==> src/rtl/tile_spawner.sv <==
// Places one new tile on the 4x4 board: random start cell, forward scan with wrap to
// the first empty cell, then a second random sample picks tile value 2 or 4.
module tile_spawner #(
    parameter int N_CELLS  = 16,
    parameter int VAL_WAIT = 4,
    parameter int FOUR_NUM = 1
) (
    input  logic                       CLK100MHZ,
    input  logic                       CPU_RESET,
    input  logic [$clog2(N_CELLS)-1:0] rnd,
    input  logic [N_CELLS-1:0]         empty_mask,
    input  logic                       spawn_req,
    input  logic                       spawn_ack,
    output logic                       busy,
    output logic                       spawn_valid,
    output logic [$clog2(N_CELLS)-1:0] spawn_pos,
    output logic [1:0]                 spawn_exp,
    output logic                       board_full
);

    localparam int PTR_W  = $clog2(N_CELLS);
    localparam int SCAN_W = PTR_W + 1;
    localparam int WCNT_W = (VAL_WAIT > 1) ? $clog2(VAL_WAIT) : 1;

    localparam logic [SCAN_W-1:0] SCAN_LAST = SCAN_W'(N_CELLS - 1);
    localparam logic [WCNT_W-1:0] WAIT_LAST = WCNT_W'(VAL_WAIT - 1);
    localparam logic [SCAN_W-1:0] FOUR_LIM  = SCAN_W'(FOUR_NUM);

    typedef enum logic [1:0] {
        S_IDLE,
        S_SCAN,
        S_WAIT,
        S_DONE
    } state_t;

    state_t              r_state;
    logic [PTR_W-1:0]    r_ptr;
    logic [N_CELLS-1:0]  r_snap;
    logic [SCAN_W-1:0]   r_scan_cnt;
    logic [WCNT_W-1:0]   r_wcnt;
    logic                r_busy;
    logic                r_valid;
    logic [PTR_W-1:0]    r_pos;
    logic [1:0]          r_exp;
    logic                r_full;

    logic                w_hit;
    logic                w_last_cell;
    logic                w_wait_done;
    logic [1:0]          w_exp_sel;

    assign w_hit       = r_snap[r_ptr];
    assign w_last_cell = (r_scan_cnt == SCAN_LAST);
    assign w_wait_done = (r_wcnt == WAIT_LAST);
    // Exponent 2 (tile 4) on the rare branch, exponent 1 (tile 2) otherwise.
    assign w_exp_sel   = ({1'b0, rnd} < FOUR_LIM) ? 2'd2 : 2'd1;

    always_ff @(posedge CLK100MHZ or posedge CPU_RESET) begin
        if (CPU_RESET) begin
            r_state    <= S_IDLE;
            r_ptr      <= '0;
            r_snap     <= '0;
            r_scan_cnt <= '0;
            r_wcnt     <= '0;
            r_busy     <= 1'b0;
            r_valid    <= 1'b0;
            r_pos      <= '0;
            r_exp      <= '0;
            r_full     <= 1'b0;
        end else begin
            r_full <= 1'b0;
            case (r_state)
                S_IDLE: begin
                    if (spawn_req) begin
                        // The board is frozen here; later mask changes do not affect this spawn.
                        r_ptr      <= rnd;
                        r_snap     <= empty_mask;
                        r_scan_cnt <= '0;
                        r_busy     <= 1'b1;
                        r_state    <= S_SCAN;
                    end
                end
                S_SCAN: begin
                    if (w_hit) begin
                        r_pos   <= r_ptr;
                        r_wcnt  <= '0;
                        r_state <= S_WAIT;
                    end else begin
                        r_ptr      <= r_ptr + 1'b1;
                        r_scan_cnt <= r_scan_cnt + 1'b1;
                        if (w_last_cell) begin
                            r_full  <= 1'b1;
                            r_busy  <= 1'b0;
                            r_state <= S_IDLE;
                        end
                    end
                end
                S_WAIT: begin
                    // Waiting a full LFSR refresh keeps the value sample independent of the position.
                    r_wcnt <= r_wcnt + 1'b1;
                    if (w_wait_done) begin
                        r_exp   <= w_exp_sel;
                        r_valid <= 1'b1;
                        r_state <= S_DONE;
                    end
                end
                S_DONE: begin
                    if (spawn_ack) begin
                        r_valid <= 1'b0;
                        r_busy  <= 1'b0;
                        r_state <= S_IDLE;
                    end
                end
                default: begin
                    r_busy  <= 1'b0;
                    r_valid <= 1'b0;
                    r_state <= S_IDLE;
                end
            endcase
        end
    end

    assign busy        = r_busy;
    assign spawn_valid = r_valid;
    assign spawn_pos   = r_pos;
    assign spawn_exp   = r_exp;
    assign board_full  = r_full;

endmodule

==> config.mk <==
export PLATFORM = sky130hd
export DESIGN_NAME = tile_spawner
export DESIGN_NICKNAME = d
export VERILOG_FILES = /design/src/rtl/tile_spawner.sv
export SDC_FILE = /design/constraint.sdc
export NUM_CORES = 1
export LEC_CHECK = 0
export ABC_AREA = 1
export CAP_MARGIN = 15
export CORE_UTILIZATION = 50
export CTS_CLUSTER_SIZE = 10
export DETAILED_ROUTE_END_ITERATION = 12
export GPL_ROUTABILITY_DRIVEN = 0
export GPL_TIMING_DRIVEN = 0
export PLACE_DENSITY = 0.8
export SLEW_MARGIN = 20
export SYNTH_ARGS = -nofsm -noshare
export SYNTH_HDL_FRONTEND = slang
export SYNTH_SLANG_ARGS = --single-unit
==> constraint.sdc <==
create_clock -name CLK100MHZ -period 2.1 [get_ports CLK100MHZ]
set_input_delay 0.315 -clock CLK100MHZ [delete_from_list [all_inputs] [get_ports CLK100MHZ]]
set_output_delay 0.315 -clock CLK100MHZ [all_outputs]
set_load 0.005 [all_outputs]
# [Yosys cells after proc, flatten, opt, wreduce, memory -nomap -nowiden]
# Index checks and enable logic that the tools add are counted.
[classes] add_sub_neg=3 magnitude_cmp=2 eq_ne=12 mux=27 reduce_logical=13
[ops] op="two-way mux 2 bit" count=7
[ops] op="inequality test 2 bit, second input constant" count=6
[ops] op="two-way mux 5 bit" count=2
[ops] op="case mux 5 bit (2 select lines)" count=1
[ops] op="two-way mux 1 bit" count=9
[ops] op="two-way mux 4 bit" count=2
[ops] op="case mux 2 bit (4 select lines)" count=1
[ops] op="case mux 4 bit (2 select lines)" count=1
[ops] op="AND reduction 2 bit" count=4
[ops] op="== test 2 bit, second input constant" count=3
[ops] op="AND reduction 3 bit" count=2
[ops] op="nonzero test 2 bit" count=3
[ops] op="adder 5 x 1 -> 5 bit, second input constant" count=1
[ops] op="== test 5 x 4 -> 1 bit, second input constant" count=1
[ops] op="< comparator 4 x 5 -> 1 bit, second input constant" count=1
[ops] op="AND reduction 5 bit" count=1
[ops] op="adder 4 x 1 -> 4 bit, second input constant" count=1
[ops] op="binary-select mux 1 bit (select 4 bit)" count=1
[ops] op="< comparator 4 x 1 -> 1 bit, second input constant" count=1
[ops] op="case mux 2 bit (2 select lines)" count=1
[ops] op="AND reduction 4 bit" count=1
[ops] op="inequality test 3 bit, second input constant" count=1
[ops] op="case mux 1 bit (3 select lines)" count=1
[ops] op="nonzero test 3 bit" count=1
[ops] op="other kinds (4)" count=4
[totals] register_bits=38 inputBits=24 word_cells=67

# [Depth between registers and ports, before layout]
# Gate-level depths: netlist (run 1).
[logic_depth] word_depth=4 mapped_depth=11 ltp_nobuf=10

# [Least setup slack after synthesis (run 1)]
# Ideal clock, no wire load.
[synth_path] path_type="register -> register" start="register (tool-made name)" end="register r_scan_cnt[4]" t_arrival_ns=1.482 t_required_ns=1.983 setup_slack_ns=0.502 path_stages_with_launch=10 path_buffers=2 path_cell_list="dfrtp_1 -> inv_1 -> ha_1 -> buf_2 -> inv_1 -> a21oi_1 -> nand2_4 -> buf_6 -> nand2_2 -> o21ai_2"
[synth_lines] element="to (signal assigned)" line_no="90" text="r_scan_cnt <= r_scan_cnt + 1'b1;"
[synth_lines] element="to (decl)" line_no="39" text="logic [SCAN_W-1:0] r_scan_cnt;"

==> impl_metrics.tcl, run 1 <==
set metrics [dict create \
    outcome "finished, final reports clean" \
    cp_slowest_cell "dfrtp_1" \
    drtAntennaViolNets 0 \
    fin_crit_sh_pct 87.1 \
    netlist_instances 243 \
    synth-edff-count 0 \
    slew_headroom_pct 70.2 \
    cts_buffer_depth 2 \
    setup_viol 0 \
    grt_pass1_vias 1648 \
    mostFrequentLayoutCells "nand2_1 (55), dfrtp_1 (38), clkdlybuf4s50_1 (32)" \
    slew_violations 0 \
    grt.total_usage_pct 21.5 \
    num_rows 22 \
    die_w_um 65.3 \
    fin_crit_ns 1.83 \
    die_y_um 65.3 \
    hold_path.class "in -> async" \
    yosysWarningCount 0 \
    initial_core_util_pct 53.4 \
    port_buffers 32 \
    synth_top_area_cell "dfrtp_1" \
    synth_top_area_share_pct 47.5 \
    synth-async-reset-ratio_pct 100 \
    powerDensity_mw_per_mm2 1370 \
    fin_hold_ws_ns 0.346 \
    vias 1674 \
    ir_drop_v 0.000813 \
    grt_pass1_wl_mm 7.02 \
    synth-seq-cells 38 \
    place_area_sq_mm 0.00241 \
    tns_ns 0 \
    synth_area_per_cell_sq_um 8.23 \
    synth-compound-area-share_pct 12.5 \
    clk_pin_slew_ns 0.08 \
    grt_max_degree 21 \
    numCtsBuffers 5 \
    cp_common_cell "inv_1" \
    r2r-end "r_scan_cnt[4]$_DFFE_PP0P_" \
    tightest_slew_ns 0.447 \
    cts_tree "built" \
    cts.repair.resized 0 \
    synth_fa_ha_area_share_pct 5.63 \
    drive_gt1_share_pct 12.0 \
    finalInstanceArea_sq_mm 0.00250 \
    grt.overflow.total 0 \
    crit_chain "inv_1 > ha_1 > buf_2 > inv_1 > a21oi_1 > nand2_4 > buf_6 > nand2_2 > o21ai_2" \
    antenna_found_initial 0 \
    start_kind "flip-flop" \
    mostFrequentLayoutCell "nand2_1" \
    syn-num-nets 276 \
    postCtsSetupRepairBufs 0 \
    synth_top_family_by_area "simple AND/OR/NAND/NOR gates" \
    wire_per_inst_um 11.8 \
    worstSetupPathType "reg -> reg" \
    dr.pass1.iters 4 \
    cpPeakStageDelay_ns 0.43 \
    dpl_worst_slack_ns 0.282 \
    io_pins 33 \
    cp-end-kind "flip-flop" \
    core_area_sq_mm 0.00374 \
    cts_root_buffer "clkbuf_8" \
    crit_fanout 10 \
    fmax_mhz 547 \
    rsz0062_at_grt "no" \
    clkLatencyLatePin_ns 0.29 \
    synth-xor-area-share_pct 0.438 \
    setup_slack_ns 0.270 \
    synthTopCellsByArea "dfrtp_1 (48%), nand2_1 (10%), ha_1 (5.6%)" \
    maxCapViolCount 0 \
    wl_mm 3.90 \
    syn-cell-area_sq_mm 0.00200 \
    synth_ff_type "dfrtp_1" \
    nNetsFinal 316 \
    drc 0 \
    syn_to_final_growth_pct 25.0 \
    leakage_nw 1.23 \
    synth_cell_type_count 25 \
    skew_ns 0.0100 \
    reg2regPathDepth 9 \
    die_area_sq_mm 0.00426 \
    yosys.area_share.simple_pct 25.2 \
    hold_viol 0 \
    seq_area_frac_synth_pct 47.5 \
    drt_iter0_markers 91 \
    via_per_inst 5.04 \
    utilization_pct 66.8 \
    cp.required_ns 2.28 \
    dp_hpwl_mm 2.91 \
    rrSetupSlack_ns 0.27 \
    diodes 0 \
    cp.arrival_ns 2.01 \
    synth_mux_area_share_pct 0.563 \
    cts.sinks 38 \
    ctsHoldBuffers 0 \
    htree_num_levels 2 \
]
worst max-delay path: cells and delay by family, from the launching register on:
family                   cells  cell delay [ns]
AO/OA/AOI/OAI                2             0.33
flip-flops                   1             0.43
AND/OR/NAND/NOR              2             0.19
buffers and inverters        4             0.63
adder cells (fa/ha/maj)      1             0.14
layout make-up:
class	count	area (sq um)
sequential	38	951
inverter	30	113
clock inverter	1	5.00
clock buffer	7	86.3
buffer	8	50.0
fill	345	1240
timing repair buffer	33	348
multi-input combinational	167	887
tap	48	60.1
per-layer routing:
metal / vias to the layer above / global-route usage, % / share of wire, %
li1: 860 / - / -
met1: 778 / 27.9 / 47
met2: 29 / 35.3 / 48
met3: 7 / 4.34 / 3.2
met4: 0 / 7.88 / 1.5
met5: - / 0 / 0
worst max path at each step:
stage,slack [ns],start,depth (start not counted),to
after floorplan,0.50,flip-flop,9,r_scan_cnt[4]$_DFFE_PP0P_
after global placement,0.08,CPU_RESET,2,r_snap[5]$_DFFE_PP0P_
after detailed placement,0.28,flip-flop,9,r_ptr[3]$_DFFE_PP0P_
after CTS,0.26,flip-flop,9,r_ptr[3]$_DFFE_PP0P_
after global routing,0.05,flip-flop,9,r_wcnt[1]$_DFFE_PP0P_
final,0.27,flip-flop,9,r_scan_cnt[4]$_DFFE_PP0P_
flip-flops by register name, indices dropped and copies added, names as in the netlist, named ones only:
name,cells
board_full,1
r_wcnt,2
spawn_pos,4
r_scan_cnt,5
r_state,1
r_ptr,4
spawn_exp,2
spawn_valid,1
r_snap,16
busy,1
power breakdown:
group / switching [mW] / leakage (nW) / internal, mW
Clock: 0.245 / 0.0482 / 0.265
Sequential: 0.183 / 0.457 / 1.02
Combinational: 1.02 / 0.727 / 0.684
Total: 1.44 / 1.23 / 1.97
Yosys cell counts, types with 2 or more instances:
cell,count
dfrtp_1,38
nand3_2,2
a21oi_1,18
nand2_4,2
nand2_1,55
nand3_1,21
clkbuf_1,4
o21ai_0,12
inv_1,29
nor2_1,25
or2_2,5
nand4_1,2
ha_1,9
o21ai_2,8
buf_6,2
nand2_2,2
cell families after synthesis:
logic type / Yosys count
adders and majority gates: 9
xor gates and xnor gates: 1
and+or+nand+nor: 114
DFF: 38
muxes: 1
buffers and inverters: 38
AOI/OAI and AO/OA: 42
per-stage QoR:
stage                     total power [mW]  instances
after floorplan                       2.44        243
after global placement                2.85        323
after detailed placement              2.92        324
after CTS                             3.44        332
after global routing                  3.74        332
final                                 3.42        332
Note: power is estimated with default switching activity, not from simulation.
==> inputs of run 2 (changes only) <==
- clock period: 2.1 -> 1.9 ns (I/O delays scaled with it)
==> run 2 against run 1 <==
  * Clock skew decreased by 0.0011 ns
  * Register-to-register slack got worse by 0.10 ns
  * Clock-buffer cell count unchanged
  * Highest routed layer unchanged
  * Via count increased by 0.66%
  * Largest cell class unchanged
  * Critical endpoint is now r_ptr[2]$_DFFE_PP0P_
  * Clock power increased by 11%
  * Critical path depth decreased by 1
  * Combinational power increased by 13%
  * Worst hold slack got worse by 0.030 ns
  * Sequential power increased by 9.9%
==> impl_metrics.tcl, run 2 (synthesis results as in run 1) <==
set metrics [dict create \
    drc 0 \
    die_y_um 65.3 \
    drt_iter0_markers 87 \
    die_w_um 65.3 \
    slew_violations 0 \
    worstSetupPathType "reg -> reg" \
    cts.sinks 38 \
    mostFrequentLayoutCell "nand2_1" \
    cp.arrival_ns 1.91 \
    fin_crit_ns 1.73 \
    r2r-end "r_ptr[2]$_DFFE_PP0P_" \
    cp.required_ns 2.08 \
    outcome "finished, final reports clean" \
    tightest_slew_ns 0.445 \
    core_area_sq_mm 0.00374 \
    fin_crit_sh_pct 91.0 \
    grt_max_degree 21 \
    fin_hold_ws_ns 0.316 \
    crit_fanout 10 \
    cp-end-kind "flip-flop" \
    htree_num_levels 2 \
    diodes 0 \
    setup_viol 0 \
    rrSetupSlack_ns 0.17 \
    num_rows 22 \
    wl_mm 3.93 \
    mostFrequentLayoutCells "nand2_1 (55), dfrtp_1 (38), clkdlybuf4s50_1 (32)" \
    fmax_mhz 578 \
    hold_viol 0 \
    numCtsBuffers 5 \
    cp-endpoint "r_ptr[2]$_DFFE_PP0P_" \
    dr.pass1.iters 4 \
    reg2regPathDepth 8 \
    hold_path.class "in -> async" \
    wire_per_inst_um 11.8 \
    grt_pass1_vias 1648 \
    drtAntennaViolNets 0 \
    ctsHoldBuffers 0 \
    syn_to_final_growth_pct 25.7 \
    ir_drop_v 0.000899 \
    powerDensity_mw_per_mm2 1520 \
    leakage_nw 1.24 \
    antenna_found_initial 0 \
    drive_gt1_share_pct 12.7 \
    initial_core_util_pct 53.4 \
    grt_pass1_wl_mm 7.02 \
    cts.repair.resized 0 \
    start_kind "flip-flop" \
    dp_hpwl_mm 2.91 \
    postCtsSetupRepairBufs 0 \
    final_cells 332 \
    cts_root_buffer "clkbuf_8" \
    top_regs "r_snap: 16 flops, r_scan_cnt: 5 flops" \
    via_per_inst 5.08 \
    vias 1685 \
    dp.cells 324 \
    skew_ns 0.00888 \
    cts_tree "built" \
    slew_headroom_pct 70.3 \
    grt.overflow.total 0 \
    grt.total_usage_pct 21.5 \
    clkLatencyLatePin_ns 0.29 \
    top_register "r_snap" \
    maxCapViolCount 0 \
    fill_cells 343 \
    largest_register_ffs 16 \
    io_pins 33 \
    clk_pin_slew_ns 0.08 \
    nNetsFinal 316 \
    cts_buffer_depth 2 \
    port_buffers 32 \
    die_area_sq_mm 0.00426 \
]
-- run 2: cell types whose count changed in the layout (fill, tap and decap cells not counted), sizes merged --
cell,previous run,this run
clkbuf,11,12
buf,5,4
-- run 2: per-stage QoR --
stage	util (%)	TNS, ns	setup slack (ns)	power (mW)	area (sq um)
2_1_floorplan	-	0	0.302	2.70	2000
3_3_place_gp	63.6	-3.23	-0.0860	3.15	2380
3_5_place_dp	64.3	0	0.0822	3.22	2410
4_1_cts	66.8	0	0.0591	3.80	2500
5_1_grt	67.2	-0.0401	-0.0225	4.18	2510
6_report	67.2	0	0.170	3.82	2510
-- run 2: critical path, stage by stage, from the launching register on --
cell      delay (ns)
dfrtp_1         0.41
inv_1           0.10
ha_1            0.19
clkbuf_4        0.19
inv_1           0.16
clkbuf_2        0.24
a21oi_1         0.06
a22oi_1         0.18
o21ai_2         0.08
-- run 2: report_power, final --
group,switching [mW],internal [mW],leakage [nW]
clock network,0.272,0.293,0.0482
registers,0.201,1.13,0.457
logic,1.14,0.779,0.732
total,1.62,2.20,1.24
-- run 2: final cells by class --
| cell class | instances | area, sq um | share of cell area (%) |
|---|---|---|---|
| multi-input cells | 167 | 898 | 35.7 |
| plain buffers | 8 | 53.8 | 2.14 |
| clock buffers | 7 | 86.3 | 3.43 |
| inverters | 30 | 113 | 4.48 |
| clock inverters | 1 | 5.00 | 0.199 |
| repair buffers | 33 | 348 | 13.8 |
| well taps | 48 | 60.1 | 2.39 |
| flip-flops and latches | 38 | 951 | 37.8 |
-- run 2: how the worst min path moves through the flow --
stage | cells past startpoint | start | to
6_report | 2 | CPU_RESET | r_snap[14]$_DFFE_PP0P_
5_1_grt | 2 | CPU_RESET | spawn_pos[2]$_DFFE_PP0P_
4_1_cts | 2 | CPU_RESET | spawn_pos[0]$_DFFE_PP0P_
3_5_place_dp | 2 | spawn_exp[1]$_DFFE_PP0P_ | spawn_exp[1]$_DFFE_PP0P_
3_3_place_gp | 2 | spawn_pos[0]$_DFFE_PP0P_ | spawn_pos[0]$_DFFE_PP0P_
2_1_floorplan | 1 | empty_mask[5] | r_snap[5]$_DFFE_PP0P_
-- run 2: per-layer routing --
layer  part of all wire, %  vias to the layer above  wire length [um]  GRT usage (%)
met2                    49                       39              1910           35.3
met4                   1.5                        0                59           7.88
met3                   4.0                        8               156           4.34
li1                      -                      858                 -              -
met1                    46                      780              1800           27.9
met5                     0                        -                 0              0
